`src/rtl/serv_fetch_ctrl.sv`:
```
// Instruction-fetch sequencer: runs ibus read cycles, hands words to the decoder,
// and optionally keeps a one-word PC+4 prefetch buffer.
module serv_fetch_ctrl #(
  parameter bit PREFETCH = 1'b1,
  parameter int CNT_W    = 8
) (
  input  logic             clk,
  input  logic             i_rst,
  input  logic             i_fetch_req,
  input  logic [31:0]      i_fetch_adr,
  input  logic             i_flush,
  output logic [31:0]      o_ibus_adr,
  output logic             o_ibus_cyc,
  input  logic [31:0]      i_ibus_rdt,
  input  logic             i_ibus_ack,
  output logic [29:0]      o_dec_rdt,
  output logic             o_dec_en,
  output logic             o_busy,
  output logic [CNT_W-1:0] o_hit_cnt
);

  // WAIT is the idle bus cycle between a discarded prefetch and the redirected demand.
  typedef enum logic [1:0] {IDLE, DEMAND, PREF, WAIT} state_t;

  state_t           state, state_d;
  logic [29:0]      adr, adr_d;
  logic [29:0]      tgt, tgt_d;
  logic             cyc, cyc_d;
  logic [29:0]      dec_rdt, dec_rdt_d;
  logic             dec_en, dec_en_d;
  logic             busy, busy_d;
  logic [CNT_W-1:0] hit_cnt, hit_cnt_d;
  logic             pbuf_valid, pbuf_valid_d;
  logic [29:0]      pbuf_adr, pbuf_adr_d;
  logic [29:0]      pbuf_dat, pbuf_dat_d;
  logic             pref_go, pref_go_d;
  logic             discard, discard_d;
  logic             promoted, promoted_d;

  logic        req;
  logic [29:0] req_adr;
  logic [CNT_W-1:0] hit_inc;
  logic        unused_bits;

  assign req         = i_fetch_req && !busy;
  assign req_adr     = i_fetch_adr[31:2];
  assign hit_inc     = (hit_cnt == '1) ? hit_cnt : hit_cnt + CNT_W'(1);
  assign unused_bits = ^{i_fetch_adr[1:0], i_ibus_rdt[1:0]};

  always_comb begin
    // NOTE: every signal gets a default first so no path through the case infers a latch.
    state_d      = state;
    adr_d        = adr;
    tgt_d        = tgt;
    cyc_d        = cyc;
    dec_rdt_d    = dec_rdt;
    dec_en_d     = 1'b0;
    busy_d       = busy;
    hit_cnt_d    = hit_cnt;
    pbuf_valid_d = pbuf_valid && !i_flush;
    pbuf_adr_d   = pbuf_adr;
    pbuf_dat_d   = pbuf_dat;
    pref_go_d    = pref_go;
    discard_d    = discard;
    promoted_d   = promoted;

    unique case (state)
      IDLE: begin
        if (req) begin
          pref_go_d = 1'b0;
          // A hit right behind a delivery would pulse o_dec_en twice in a row; refetch instead.
          if (PREFETCH && pbuf_valid && !i_flush && !dec_en && pbuf_adr == req_adr) begin
            dec_en_d     = 1'b1;
            dec_rdt_d    = pbuf_dat;
            pbuf_valid_d = 1'b0;
            hit_cnt_d    = hit_inc;
            pref_go_d    = 1'b1;
            tgt_d        = req_adr + 30'(1);
          end else begin
            state_d = DEMAND;
            cyc_d   = 1'b1;
            adr_d   = req_adr;
            busy_d  = 1'b1;
          end
        end else if (pref_go && !i_flush) begin
          state_d    = PREF;
          cyc_d      = 1'b1;
          adr_d      = tgt;
          pref_go_d  = 1'b0;
          discard_d  = 1'b0;
          promoted_d = 1'b0;
        end else if (i_flush) begin
          pref_go_d = 1'b0;
        end
      end

      DEMAND: begin
        if (i_ibus_ack) begin
          state_d    = IDLE;
          cyc_d      = 1'b0;
          busy_d     = 1'b0;
          dec_en_d   = 1'b1;
          dec_rdt_d  = i_ibus_rdt[31:2];
          pref_go_d  = PREFETCH;
          tgt_d      = adr + 30'(1);
          promoted_d = 1'b0;
          if (promoted) hit_cnt_d = hit_inc;
        end
      end

      PREF: begin
        if (i_ibus_ack) begin
          state_d = IDLE;
          cyc_d   = 1'b0;
          if (busy) begin
            state_d = WAIT;
          end else if (req && req_adr == adr && !discard && !i_flush) begin
            dec_en_d  = 1'b1;
            dec_rdt_d = i_ibus_rdt[31:2];
            hit_cnt_d = hit_inc;
            pref_go_d = 1'b1;
            tgt_d     = adr + 30'(1);
          end else if (req) begin
            state_d = WAIT;
            busy_d  = 1'b1;
            tgt_d   = req_adr;
          end else if (!discard && !i_flush) begin
            pbuf_valid_d = 1'b1;
            pbuf_adr_d   = adr;
            pbuf_dat_d   = i_ibus_rdt[31:2];
          end
        end else begin
          if (i_flush) discard_d = 1'b1;
          if (req) begin
            busy_d = 1'b1;
            if (req_adr == adr && !discard && !i_flush) begin
              state_d    = DEMAND;
              promoted_d = 1'b1;
            end else begin
              discard_d = 1'b1;
              tgt_d     = req_adr;
            end
          end
        end
      end

      WAIT: begin
        state_d   = DEMAND;
        cyc_d     = 1'b1;
        adr_d     = tgt;
        discard_d = 1'b0;
      end

      default: state_d = IDLE;
    endcase

    if (!PREFETCH) pbuf_valid_d = 1'b0;
  end

  always_ff @(posedge clk) begin
    if (i_rst) begin
      state      <= IDLE;
      adr        <= '0;
      tgt        <= '0;
      cyc        <= 1'b0;
      dec_rdt    <= '0;
      dec_en     <= 1'b0;
      busy       <= 1'b0;
      hit_cnt    <= '0;
      pbuf_valid <= 1'b0;
      pbuf_adr   <= '0;
      pbuf_dat   <= '0;
      pref_go    <= 1'b0;
      discard    <= 1'b0;
      promoted   <= 1'b0;
    end else begin
      // NOTE: non-blocking assignments so every register samples pre-edge values.
      state      <= state_d;
      adr        <= adr_d;
      tgt        <= tgt_d;
      cyc        <= cyc_d;
      dec_rdt    <= dec_rdt_d;
      dec_en     <= dec_en_d;
      busy       <= busy_d;
      hit_cnt    <= hit_cnt_d;
      pbuf_valid <= pbuf_valid_d;
      pbuf_adr   <= pbuf_adr_d;
      pbuf_dat   <= pbuf_dat_d;
      pref_go    <= pref_go_d;
      discard    <= discard_d;
      promoted   <= promoted_d;
    end
  end

  assign o_ibus_adr = {adr, 2'b00};
  assign o_ibus_cyc = cyc;
  assign o_dec_rdt  = dec_rdt;
  assign o_dec_en   = dec_en;
  assign o_busy     = busy;
  assign o_hit_cnt  = hit_cnt;

endmodule

```
`config.mk`:
```
export PLATFORM = sky130hd
export DESIGN_NAME = serv_fetch_ctrl
export DESIGN_NICKNAME = d
export VERILOG_FILES = /design/src/rtl/serv_fetch_ctrl.sv
export SDC_FILE = /design/constraint.sdc
export NUM_CORES = 1
export LEC_CHECK = 0
export BUFFER_PORTS_ARGS = -buffer_cell sky130_fd_sc_hd__buf_2
export CORE_ASPECT_RATIO = 1.4
export CORE_UTILIZATION = 35
export DETAILED_ROUTE_END_ITERATION = 10
export GPL_ROUTABILITY_DRIVEN = 0
export PLACE_DENSITY_LB_ADDON = 0.3
export SLEW_MARGIN = 20
export SYNTH_ARGS = -nofsm -noshare
export SYNTH_HDL_FRONTEND = slang
export SYNTH_SLANG_ARGS = --single-unit
export TNS_END_PERCENT = 1
```
`constraint.sdc`:
```
create_clock -name clk -period 4.8 [get_ports clk]
set_input_delay 0.72 -clock clk [delete_from_list [all_inputs] [get_ports clk]]
set_output_delay 0.72 -clock clk [all_outputs]
set_load 0.03 [all_outputs]
```
# Yosys cells after proc, flatten, opt, wreduce, memory -nomap -nowiden
# Cells that the tools add are included.
classes:
  addsub: 3
  eq_ne: 28
  mux: 87
  bitwise: 3
  n_reduce_logical: 31
op_table:
  columns: ["cell", "count"]
  rows:
  - ["two-way mux 30 bit", 18]
  - ["case mux 30 bit (3 select lines)", 2]
  - ["two-way mux 8 bit", 8]
  - ["adder 30 x 1 -> 30 bit, second input constant", 2]
  - ["== test 30 bit", 2]
  - ["case mux 30 bit (2 select lines)", 1]
  - ["two-way mux 1 bit", 39]
  - ["inequality test 2 bit, second input constant", 13]
  - ["case mux 8 bit (3 select lines)", 1]
  - ["two-way mux 2 bit", 10]
  - ["inequality test 3 bit, second input constant", 6]
  - ["case mux 1 bit (3 select lines)", 6]
  - ["AND reduction 8 bit", 2]
  - ["AND reduction 7 bit", 2]
  - ["AND reduction 6 bit", 2]
  - ["logical AND 1 bit", 11]
  - ["AND reduction 5 bit", 2]
  - ["adder 8 x 1 -> 8 bit, second input constant", 1]
  - ["== test 8 bit, second input constant", 1]
  - ["inequality test 4 bit, second input constant", 2]
  - ["case mux 2 bit (4 select lines)", 1]
  - ["AND reduction 3 bit", 2]
  - ["nonzero test 3 bit", 2]
  - ["== test 2 bit, second input constant", 2]
  - ["other kinds (9)", 14]
word_totals:
  register_bits: 167
  input_bits: 69
  output_inout_bits: 73
  word_cells: 166

# Depth between registers and ports, before layout
logic_depth:
  ltp_word: 9
  depth_mapped: 10
  ltp_nobuf: 8

# Least setup slack after synthesis
# Ideal clock, no wire load.
synth_path:
  kind: "in2reg"
  startpoint: "input port i_fetch_adr[30]"
  endpoint: "register hit_cnt[7] (netlist: o_hit_cnt[7])"
  setup_time_ns: 0.070
  arrival_ns: 2.658
  required_time_ns: 4.730
  setup_slack_ns: 2.071
  cell_stages: 8
  n_path_buf: 1
  path_cell_list: "clkbuf_1 > xnor2_1 > nand4_1 > nor4_2 > a41o_2 > o211ai_4 > or4b_1 > a21oi_1"
synth_via:
  elab_chain_len: 6
  word_cells_on_any_way: 9
  classes_between: "eq/ne (4); reduce/logical (5)"
synth_rtl:
  columns: ["item", "line_no", "rtl"]
  rows:
  - ["from (decl)", "10", "input logic [31:0] i_fetch_adr,"]
  - ["== test 30 bit", "117", "end else if (req && req_adr == adr && !discard && !i_flush) begin"]
  - ["logical AND 1 bit (3 in a row)", "117", null]
  - ["inequality test 2 bit (no source line)", null, null]
  - ["AND reduction 8 bit (no source line) *", null, null]
  - ["to (signal assigned)", "185", "hit_cnt <= hit_cnt_d;"]
  - ["to (decl)", "32", "logic [CNT_W-1:0] hit_cnt, hit_cnt_d;"]
# Mark *: on every way between the ends. The rest lies on a longest branch, timed or not.
# A chain may end at the register's enable or synchronous reset.

# Final worst setup path
layout_path:
  startpoint: "input port i_fetch_adr[12]"
  endpoint: "register tgt[19]"
layout_via:
  elab_chain_len: 8
  word_cells_on_any_way: 19
  classes_between: "add/sub (1); eq/ne (5); mux (6); reduce/logical (7)"
layout_rtl:
  columns: ["item", "line_no", "rtl"]
  rows:
  - ["parallel branches: the longest is 8 deep, another holds adder 30 x 1 -> 30 bit", null, null]
  - ["to (signal assigned)", "180", "tgt <= tgt_d;"]
  - ["to (decl)", "27", "logic [29:0] tgt, tgt_d;"]
# Several ways; the timed one is not identified. The select of a mux whose other input is x is not followed.

==> flow_metrics.py <==
metrics = {
    "outcome": {
        "status": "complete, but fails checks",
        "failed_checks": "DRC",
    },
    "run": {
        "drv_cap": 0,
    },
    "global_route": {
        "track_usage": 0.215,
        "grt_pass1_wl_mm": 44.5,
        "grt_max_degree": 75,
        "antenna_found_initial": 2,
        "grt_overflow": 0,
        "grt_pass1_vias": 8195,
    },
    "floorplanning": {
        "die_w_um": 138,
        "std_cell_rows": 69,
        "initial_utilization": 0.358,
        "core_um2": 25500,
        "die_y_um": 193,
        "io_pins": 142,
        "die_area_um2": 26700,
    },
    "sta": {
        "slew_headroom": 0.257,
        "fmax_mhz": 291,
        "tns_ps": 0,
        "grt_setup_unrepaired": "false",
        "period_share": 0.716,
        "finClkSkew_ps": 11.9,
        "worstMarginPinSlew_ps": 1120,
        "hold_viol": 0,
        "setup_viol": 0,
        "layout_min_cycle_time_ps": 3440,
        "final_max_slew_viol_count": 0,
    },
    "route": {
        "wl_per_cell_um": 18.2,
        "first_pass_iters": 9,
        "num_vias": 8589,
        "postRouteWirelength_mm": 28.3,
        "ant_nets": 0,
        "route.detailed.drc": 24,
        "drt-initial-drc-count": 495,
        "vias_per_cell": 5.52,
    },
    "layout": {
        "fin_nets": 1300,
        "fin_util": 0.412,
        "finalNonFillerCells": 1556,
        "area_growth_pct": 15.2,
        "seq_area_um2": 3340,
        "finalInstanceArea_um2": 10500,
        "n_fill_cell": 2571,
        "multiInputGateArea_um2": 5230,
        "layout-drive-gt1-share": 0.169,
    },
    "placed_design": {
        "io_buffer_count": 135,
        "dp_hpwl_mm": 19.0,
        "placed_cell_area_um2": 9850,
        "dp_cells": 1523,
    },
    "setup_path": {
        "critPathMaxStageDelay_ps": 600,
        "worst-r2r-cell-count": 8,
        "cp-end-kind": "flop",
        "rr_endpoint": "tgt[16]$_SDFFE_PP0P_",
        "cp_max_fo": 18,
        "r2r_slack_ps": 1370,
        "path_class": "primary input to flop",
        "critPathRequiredTime_ps": 5130,
        "cpMaxStageDelayCell": "nor4_1",
        "reg2reg_from": "adr[7]$_SDFFE_PP0P_",
        "crit_chain": "buf_2, xor2_1, nor4_1, nand4_1, nor4_4, o221ai_2, buf_4, o41ai_1",
        "crit_path_start_kind": "primary input",
        "arrival_ps": 3770,
    },
    "cts": {
        "insertion_delay_ps": 440,
        "cts_root_buf": "clkbuf_16",
        "cts_max_level": 4,
        "path_clk_slew_ps": 70,
        "cts_resized": 0,
        "clock_sinks": 167,
        "cts_tree": "yes",
        "cts-buffers-inserted": 17,
        "cts_hold_buf": 0,
        "clock_path_buffers": 2,
        "postCtsSetupRepairBufs": 0,
    },
    "yosys": {
        "yosysSeqAreaShare": 0.367,
        "synth_edf_count": 0,
        "synthesis.instances": 1169,
        "yosysWarningCount": 0,
        "synthArstFlopShare": 0,
        "ys_seq_elements": 167,
        "synth_top_flop_cell": "dfxtp_1",
        "syn_area_per_cell_um2": 7.79,
        "yosys.cell_types.count": 58,
        "syn_area_um2": 9110,
    },
    "power_and_ir_drop": {
        "intPower_w": 0.00359,
        "switching_power_w": 0.00270,
        "powerDensity_nw_per_um2": 599,
        "finalPower_w": 0.00629,
        "combPwrFrac": 0.418,
        "peakVddDrop_mv": 0.290,
        "pwr-share-clk": 0.245,
        "power_leakage_nw": 3.87,
        "swShare": 0.429,
        "p_seq_frac": 0.337,
    },
    "hold_path": {
        "holdPathStages": 2,
        "min_from": "pbuf_dat[23]$_SDFFE_PP0P_",
        "hold_path.class": "flop to flop",
        "min_to": "pbuf_dat[23]$_SDFFE_PP0P_",
    },
}
cells by family after synthesis:
kind of cell / Yosys count / share of synthesized area
compound gates: 305 / 0.210
xor+xnor: 116 / 0.112
fa+ha+maj: 8 / 0.0110
buf+inv: 133 / 0.0634
flops: 167 / 0.367
mux: 34 / 0.0379
other cells: 1 / 0.000412
simple gates: 405 / 0.198
worst max-delay path by stage:
stage | startpoint | endpoint | slack [ps] | cells past startpoint
after floorplan | i_fetch_adr[30] | o_hit_cnt[7]$_SDFFE_PP0P_ | 2070 | 8
after global placement | i_fetch_adr[12] | o_dec_rdt[29]$_SDFFE_PP0P_ | 1000 | 9
after detailed placement | i_fetch_adr[12] | o_dec_rdt[20]$_SDFFE_PP0P_ | 930 | 9
after CTS | adr[7]$_SDFFE_PP0P_ | tgt[16]$_SDFFE_PP0P_ | 1400 | 8
final | i_fetch_adr[12] | tgt[19]$_SDFFE_PP0P_ | 1360 | 8
after global routing | adr[7]$_SDFFE_PP0P_ | tgt[11]$_SDFFE_PP0P_ | 1150 | 8
per-layer routing:
layer,wire (µm),global-route usage,part of all wire,vias to the layer above
met1,11200,0.230,0.40,4059
met4,1010,0.110,0.036,2
met5,13,0,0.00046,-
li1,-,-,-,4192
met2,14500,0.398,0.51,275
met3,1600,0.0476,0.056,61
metrics by stage:
stage	worst slack [ps]	hold slack (ps)
after floorplan	2070	434
after global placement	1000	441
after detailed placement	935	446
after CTS	1400	455
after global routing	1150	473
final	1360	453
cell usage after synthesis (all sizes together), types with 2 or more instances:
master  number  area share
o22a         2      0.0019
nand3       40       0.022
inv         12      0.0049
dfxtp      167        0.37
xor2        45       0.043
o311a        2      0.0022
a31o         2      0.0019
clkbuf      80       0.033
a41oi        2      0.0019
or3          2      0.0019
o41ai        6      0.0058
mux2         4      0.0049
o21ai       65       0.036
nor4        11       0.011
and3         5      0.0034
nand2b       3      0.0021
nor2       109       0.045
nand2      182       0.075
xnor2       71       0.069
a31oi        6      0.0041
a221oi       4      0.0038
ha           8       0.011
mux2i       30       0.033
nor2b        7      0.0048
a311oi      30       0.029
nand4       24       0.016
o221a        4      0.0049
buf         40       0.025
o31ai        2      0.0016
a22oi       13       0.011
a21oi      122       0.067
nor3        13      0.0077
and4         6      0.0058
o211ai       2      0.0032
a211oi      34       0.028
area by class of cell:
type,instances,area share
inverters,13,0.00465
multi-input cells,870,0.499
clock buffers,20,0.0426
clock inverters,12,0.0188
diodes,1,0.000238
well taps,319,0.0380
repair buffers,154,0.0782
flip-flops and latches,167,0.319
flip-flops by register name, indices dropped and copies added, names as in the netlist, 2 cells and up:
name	flops
adr	30
o_dec_rdt	30
pbuf_adr	30
pbuf_dat	30
tgt	30
o_hit_cnt	8
state	2
power groups by stage:
stage | logic [W] | clock network [W] | registers, W
floorplan | 0.00159 | 0 | 0.00245
CTS | 0.00264 | 0.00158 | 0.00212
global placement | 0.00261 | 0 | 0.00214
finish | 0.00263 | 0.00154 | 0.00212
global route | 0.00287 | 0.00162 | 0.00217
detailed placement | 0.00263 | 0 | 0.00215
critical path: cells and delay by family:
family | cells | cell delay [ps]
and+or+nand+nor | 3 | 1410
buffers and inverters | 2 | 550
xor gates and xnor gates | 1 | 200
AOI/OAI and AO/OA | 2 | 890
placed cells by master (no fill, tap or decap), types with 6 or more instances in the layout:
| master | synthesis | routed |
|---|---|---|
| o21ai_0 | 65 | 65 |
| a311oi_1 | 30 | 30 |
| nand3_1 | 40 | 39 |
| clkbuf_16 | 0 | 17 |
| buf_2 | 30 | 134 |
| nor2b_1 | 7 | 6 |
| mux2i_1 | 30 | 30 |
| a31oi_1 | 6 | 6 |
| ha_1 | 8 | 7 |
| xor2_1 | 45 | 45 |
| a22oi_1 | 13 | 13 |
| o41ai_1 | 6 | 6 |
| nor2_1 | 109 | 108 |
| and4_1 | 6 | 6 |
| nand4_1 | 24 | 24 |
| inv_1 | 12 | 12 |
| xnor2_1 | 70 | 70 |
| a21oi_1 | 122 | 121 |
| nor3_1 | 12 | 12 |
| nand2_1 | 182 | 182 |
| nor4_1 | 8 | 8 |
| a211oi_1 | 34 | 34 |
| dfxtp_1 | 167 | 167 |
| buf_4 | 7 | 20 |
Power figures use the tool's default switching activity.
